<file path="src/rtl/cpu_types_pkg.sv">
// cpu_types_pkg: shared RAM handshake, word and arbiter state types
package cpu_types_pkg;
  typedef enum logic [1:0] {FREE, BUSY, ACCESS, ERROR} ramstate_t;
  typedef logic [31:0] word_t;
  typedef enum logic [1:0] {IDLE, IGNT, DGNT} arb_state_t;
endpackage

</file>
<file path="src/rtl/arb_starve_counter.sv">
// arb_starve_counter: saturating count of data completions while instruction waits
module arb_starve_counter #(
  parameter int STARVE_MAX = 4
) (
  input  logic CLK,
  input  logic nRST,
  input  logic inc,
  input  logic clr,
  output logic sat
);
  localparam int W = $clog2(STARVE_MAX + 1);
  logic [W-1:0] cnt;
  // clear wins over increment; increment stops at STARVE_MAX
  always_ff @(posedge CLK or negedge nRST)
    if (!nRST) cnt <= '0;
    else if (clr) cnt <= '0;
    else if (inc && !sat) cnt <= cnt + 1'b1;
  assign sat = cnt == W'(STARVE_MAX);
endmodule

</file>
<file path="src/rtl/mem_arbiter.sv">
// mem_arbiter: shares one RAM port between icache and dcache, data first with starvation guard
module mem_arbiter
  import cpu_types_pkg::*;
#(
  parameter int STARVE_MAX = 4,
  parameter int ADDR_W = 32,
  parameter int DATA_W = 32
) (
  input  logic              CLK,
  input  logic              nRST,
  input  logic              iREN,
  input  logic [ADDR_W-1:0] iaddr,
  output logic              iwait,
  output logic [DATA_W-1:0] iload,
  input  logic              dREN,
  input  logic              dWEN,
  input  logic [ADDR_W-1:0] daddr,
  input  logic [DATA_W-1:0] dstore,
  output logic              dwait,
  output logic [DATA_W-1:0] dload,
  output logic              ramREN,
  output logic              ramWEN,
  output logic [ADDR_W-1:0] ramaddr,
  output logic [DATA_W-1:0] ramstore,
  input  logic [DATA_W-1:0] ramload,
  input  ramstate_t         ramstate,
  output logic              mem_err
);
  arb_state_t state, next_state;
  logic dreq, acc, inc, clr, sat;
  assign dreq = dREN | dWEN;
  assign acc = ramstate == ACCESS;
  assign iload = ramload;
  assign dload = ramload;
  arb_starve_counter #(.STARVE_MAX(STARVE_MAX)) u_starve (
    .CLK(CLK), .nRST(nRST), .inc(inc), .clr(clr), .sat(sat)
  );
  // grant register
  always_ff @(posedge CLK or negedge nRST)
    if (!nRST) state <= IDLE;
    else state <= next_state;
  // sticky error: RAM reported ERROR on a live granted request
  always_ff @(posedge CLK or negedge nRST)
    if (!nRST) mem_err <= 1'b0;
    else if (((state == IGNT && iREN) || (state == DGNT && dreq)) && ramstate == ERROR) mem_err <= 1'b1;
  // arbitration, RAM drive and stall release; enables depend only on state and requests
  always_comb begin
    next_state = state;
    ramREN = 1'b0;
    ramWEN = 1'b0;
    ramaddr = '0;
    ramstore = '0;
    iwait = 1'b1;
    dwait = 1'b1;
    inc = 1'b0;
    clr = 1'b0;
    case (state)
      IDLE: next_state = (dreq && !(iREN && sat)) ? DGNT : iREN ? IGNT : IDLE;
      IGNT: begin
        ramREN = iREN;
        ramaddr = iaddr;
        iwait = !(iREN && acc);
        clr = iREN && acc;
        next_state = (!iREN || acc) ? IDLE : IGNT;
      end
      DGNT: begin
        ramWEN = dWEN;
        ramREN = dREN & !dWEN;
        ramaddr = daddr;
        ramstore = dstore;
        dwait = !(dreq && acc);
        inc = dreq && acc && iREN;
        clr = dreq && acc && !iREN;
        next_state = (!dreq || acc) ? IDLE : DGNT;
      end
      default: next_state = IDLE;
    endcase
  end
endmodule

</file>
<file path="config.mk">
export PLATFORM = sky130hd
export DESIGN_NAME = mem_arbiter
export DESIGN_NICKNAME = d
export VERILOG_FILES = /design/src/rtl/cpu_types_pkg.sv /design/src/rtl/arb_starve_counter.sv /design/src/rtl/mem_arbiter.sv
export SDC_FILE = /design/constraint.sdc
export NUM_CORES = 1
export LEC_CHECK = 0
export BUFFER_PORTS_ARGS = -buffer_cell sky130_fd_sc_hd__buf_2
export CORE_AREA = 2 2 104 106
export DETAILED_ROUTE_END_ITERATION = 8
export DIE_AREA = 0 0 106 108
export PLACE_DENSITY_LB_ADDON = 0.1
export SLEW_MARGIN = 10
export SYNTH_ARGS = -nofsm -noshare
export SYNTH_HDL_FRONTEND = slang
export SYNTH_SLANG_ARGS = --single-unit
</file>
<file path="constraint.sdc">
create_clock -name CLK -period 1.55 [get_ports CLK]
set_input_delay 0.31 -clock CLK [delete_from_list [all_inputs] [get_ports CLK]]
set_output_delay 0.31 -clock CLK [all_outputs]
set_load 0.01 [all_outputs]
</file>
-- Word level (Yosys, flattened, before mapping)
Cells that the tools add are included.
- reductions and logical operators: 22
- equal/unequal tests: 5
- bitwise operators: 2
- add/sub/neg operators: 1
- multiplexer cells: 15
- operators by type and width (operator ; number):
    $pmux W32 S2 ; 1
    $mux W32 ; 1
    $logic_and A1 B1 Y1 ; 10
    $logic_not A1 Y1 ; 7
    $eq A2 B2 Y1 const B ; 3
    $mux W1 ; 6
    $mux W3 ; 2
    $pmux W2 S3 ; 1
    $mux W2 ; 2
    $pmux W1 S2 ; 2
    $add A3 B1 Y3 const B ; 1
    $eq A3 B3 Y1 const B ; 1
    $logic_or A1 B1 Y1 ; 3
    $eq A2 B1 Y1 const B ; 1
    $logic_not A2 Y1 ; 1
    $reduce_bool A2 Y1 ; 1
    $and A1 B1 Y1 ; 1
    $or A1 B1 Y1 ; 1
- input port bits: 135
- register bits after elaboration: 6

-- Logic depth before layout (Yosys ltp)
- depth after elaboration: 7
- depth in mapped cells: 7
- mapped depth without buffers: 6

-- Cells and area by module
From an unflattened synthesis, not the netlist that was laid out.
- cell total of the unflattened synthesis: 221
- area, all modules: 1646.6 µm²
- by module, submodules not included (module ; cells each ; instances ; area an instance (µm²)):
    mem_arbiter ; 203 ; 1 ; 1448.9
    arb_starve_counter ; 18 ; 1 ; 197.7

-- Least setup slack after synthesis
No wires, ideal clock.
- path type: register -> output
- start point: reg state[0]
- end point: out ramREN
- cell stages (with the launch flop): 8
- arrival time: 1.281 ns
- data required time: 1.240 ns
- path slack: -0.041 ns
- path buffers: 2
- cells stage by stage: dfrtp_1 > inv_1 > ha_1 > buf_4 > buf_4 > nand2_1 > o21ai_1 > and2_1
- longest elaborated chain between the ends: 2
- elaborated cells between the ends (all ways): 3
- RTL lines (element ; RTL line ; source):
    start, declared ; mem_arbiter.sv:29 ; arb_state_t state, next_state;
    start signal, assigned ; mem_arbiter.sv:41 ; else state <= next_state;
    $eq A2 B2 Y1 / $eq A2 B1 Y1 (equally long branches) ; mem_arbiter.sv:57 ; case (state)
    $pmux W1 S2 (*) ; mem_arbiter.sv:57 ;
    end, declared ; mem_arbiter.sv:21 ; output logic ramREN,
Mark *: on every way between the ends. The rest lies on a longest branch, timed or not.

-- Worst setup path in the final report
- start point: reg state[1]
- end point: out ramaddr[31]
- longest elaborated chain between the ends: 2
- elaborated cells between the ends (all ways): 3
- RTL lines (element ; RTL line ; source):
    $eq A2 B2 Y1 / $eq A2 B1 Y1 (equally long branches) ; mem_arbiter.sv:57 ;
    $pmux W32 S2 (*) ; mem_arbiter.sv:57 ;
    end, declared ; mem_arbiter.sv:23 ; output logic [ADDR_W-1:0] ramaddr,
Marked as above.

==> metrics.txt <==
Rel. slew slack=0.873; HPWL Detailed=5720 um; Highest Clock Rate=0.549 GHz; leakage=1.35 nW; Die Width=106 um; FILL cells=1148; synthesized area=1640 um^2; Clock transition at path regs=40 ps; CTS tree=yes; final worst slack=-271 ps; Cells after Synth=222; minimum clock period after layout=1820 ps; EDFF count, synth=0; RSZ-0062 raised after global routing=true; depth of the CTS H-tree=1; drt pass-1 iters=4; number of CTS-inserted buffers=3; io pins=268; slowest CP cell=dfrtp_1; PwrDens=1370 nW/um^2; Worst Setup Start Kind=flop; #FFs+latches synth=6; total vias in the final route=1863; antenna viol nets, final=0; area leader, netlist=buf_4; GRT overflow=0; Final Hold Slack=361 ps; clk buf depth=2; Multi-input gate area=1090 um^2; max incr delay on CP=390 ps; Final Hold Vio Count=0; clock sinks=6; Placed Instances=462; top-area cell type share of the netlist area=0.303; Async S/R FF share, synth=1.00; Pins Over Slew Limit=0; Post-Synth Adder-Cell Area=0.0459; worst vdd ir=0.547 mV; count leader, synth=buf_4; slew of the pin with the lowest slew margin=191 ps; largest net degree at the start of global routing=23; failing checks=negative setup slack; share of cells above drive strength 1=0.677; Synth Area in Compound Gates=0.186; Mapped Nets=363; Vias/cell=3.91; core area=10200 um^2; final setup vio count=73; CP arrival=1510 ps; Rows=37; family with the most delay on the worst path=buffers and inverters; Clock Skew=1.69 ps; vias in the first global route=1790; Final Util=0.260; Reg2Reg Setup Slack=-30 ps; critical path data required time=1240 ps; die footprint=11400 um^2; final non-filler cell total=477; Root Buffer=clkbuf_8; Layout Nets=484; Post-Route WL=7120 um; ANT cells=0; crit share post-route=1.17; antenna violations before repair=0; post-synthesis sequential area ratio=0.0918; syn avg cell area=7.37 um^2; Synth Area in XOR/XNOR=0.00536; Hold Crit Class=input pin to flop; ys flop type=dfrtp_1; post-synthesis mux area share=0.0122; First DRT Iteration DRCs=71; Netlist cell types=26; Yosys Warn Count=0; largest family of logic cells by synthesized area=buffers and inverters; GR Util All Layers=0.113; Max Cap Viol=0; Port Buffer Count=171; starting density of the core=0.160; Placer Congestion=0.768; synthesized-area fraction occupied by and/or/nand/nor cells=0.314; critical path peak fanout=21; Routed WL per cell=14.9 um; buffers plus inverters on the worst setup path=3; Post-synth top cells=buf_4 (66), and2_1 (34), a22oi_1 (33), nor2b_1 (32), nand2_1 (7); WS Path Type=flop to primary output; top cells by area, synth=buf_4 (30%), a22oi_1 (15%), and2_1 (13%); Clock Latency Late Sink=230 ps; first-pass GRT wire length=10100 um; worst path cell trace=buf_4 > ha_4 > buf_12 > a22oi_1 > nor2b_1 > buf_2; Critical Path Sink Type=primary output; drt drc=0; status=complete, but fails checks; Area Overhead vs Synth=62.9%; flip-flop and latch area=150 um^2; Die Y=108 um
report_power, final:
part	switching (mW)	internal (mW)	total, mW	leakage, nW
Clock	0.0734	0.167	0.241	0.0216
Combinational	1.49	1.69	3.18	1.26
Sequential	0.0334	0.203	0.237	0.0727
Total	1.60	2.06	3.66	1.35
logic make-up (layout without fill, tap and decap cells):
kind of cell / Yosys count / after routing
xor gates and xnor gates: 1 / 1
adders and majority gates: 6 / 6
buffers and inverters: 82 / 201
and+or+nand+nor: 84 / 84
muxes: 2 / 2
DFF: 6 / 6
AOI/OAI and AO/OA: 41 / 41
final cells by class:
class                      count  area share
sequential                     6      0.0564
timing repair buffer         194       0.450
inverter                       4     0.00564
clock buffer                   3      0.0155
multi-input combinational    134       0.408
tap                          136      0.0639
per-stage QoR:
stage                     TNS [ps]  area, um^2  total power, mW  setup slack (ps)
after floorplan                  0        1640             1.90              1.19
after global placement       -1820        2230             2.81              -109
after detailed placement     -3310        2230             2.82             -98.2
after CTS                   -17140        2520             3.54              -274
after global routing        -21480        2660             3.97              -339
final                       -16060        2660             3.66              -271
routing by layer:
layer,track usage,up-vias,routed length (um)
li1,-,917,-
met4,0.0263,0,71
met5,0,-,0
met3,0.0205,11,491
met1,0.127,841,2670
met2,0.222,94,3890
sequential cells by signal (all words and copies together), names as in the netlist:
register	count
mem_err	1
state	2
u_starve.cnt	3
timing repair:
item | CTS | global route
hold endpoints to repair | 6 | 0
resized for setup | 34 | 21
hold buffers | 1 | 0
pin swaps | 7 | 5
setup endpoints to repair | 71 | 72
setup buffers | 4 | 3
gates cloned | 3 | 1
layout by cell type (no fill, tap or decap), types with 2 or more instances in the layout:
cell type,netlist,final
a22oi_2,0,21
buf_12,0,5
buf_6,0,9
buf_16,0,2
nor2_1,3,3
and2_4,0,2
dfrtp_1,6,6
buf_2,6,168
buf_4,66,7
and2_1,34,32
o21ai_2,0,2
inv_1,4,2
clkbuf_8,0,3
nor2b_1,32,32
inv_2,0,2
mux2i_1,2,2
nand2_1,7,5
a22oi_1,33,12
ha_4,0,3
nand3_1,2,2
ha_1,6,3
final timing paths:
path                                   end   startpoint  cells after the start
setup / recovery               ramaddr[31]     state[1]                      6
hold / removal                     mem_err  ramstate[0]                      2
setup reg to reg           u_starve.cnt[1]     state[1]                      8
hold reg to reg                    mem_err      mem_err                      1
max in group asynchronous          mem_err         nRST                      2
min in group asynchronous  u_starve.cnt[1]         nRST                      2
No activity file was read; power rests on OpenSTA's default activity.
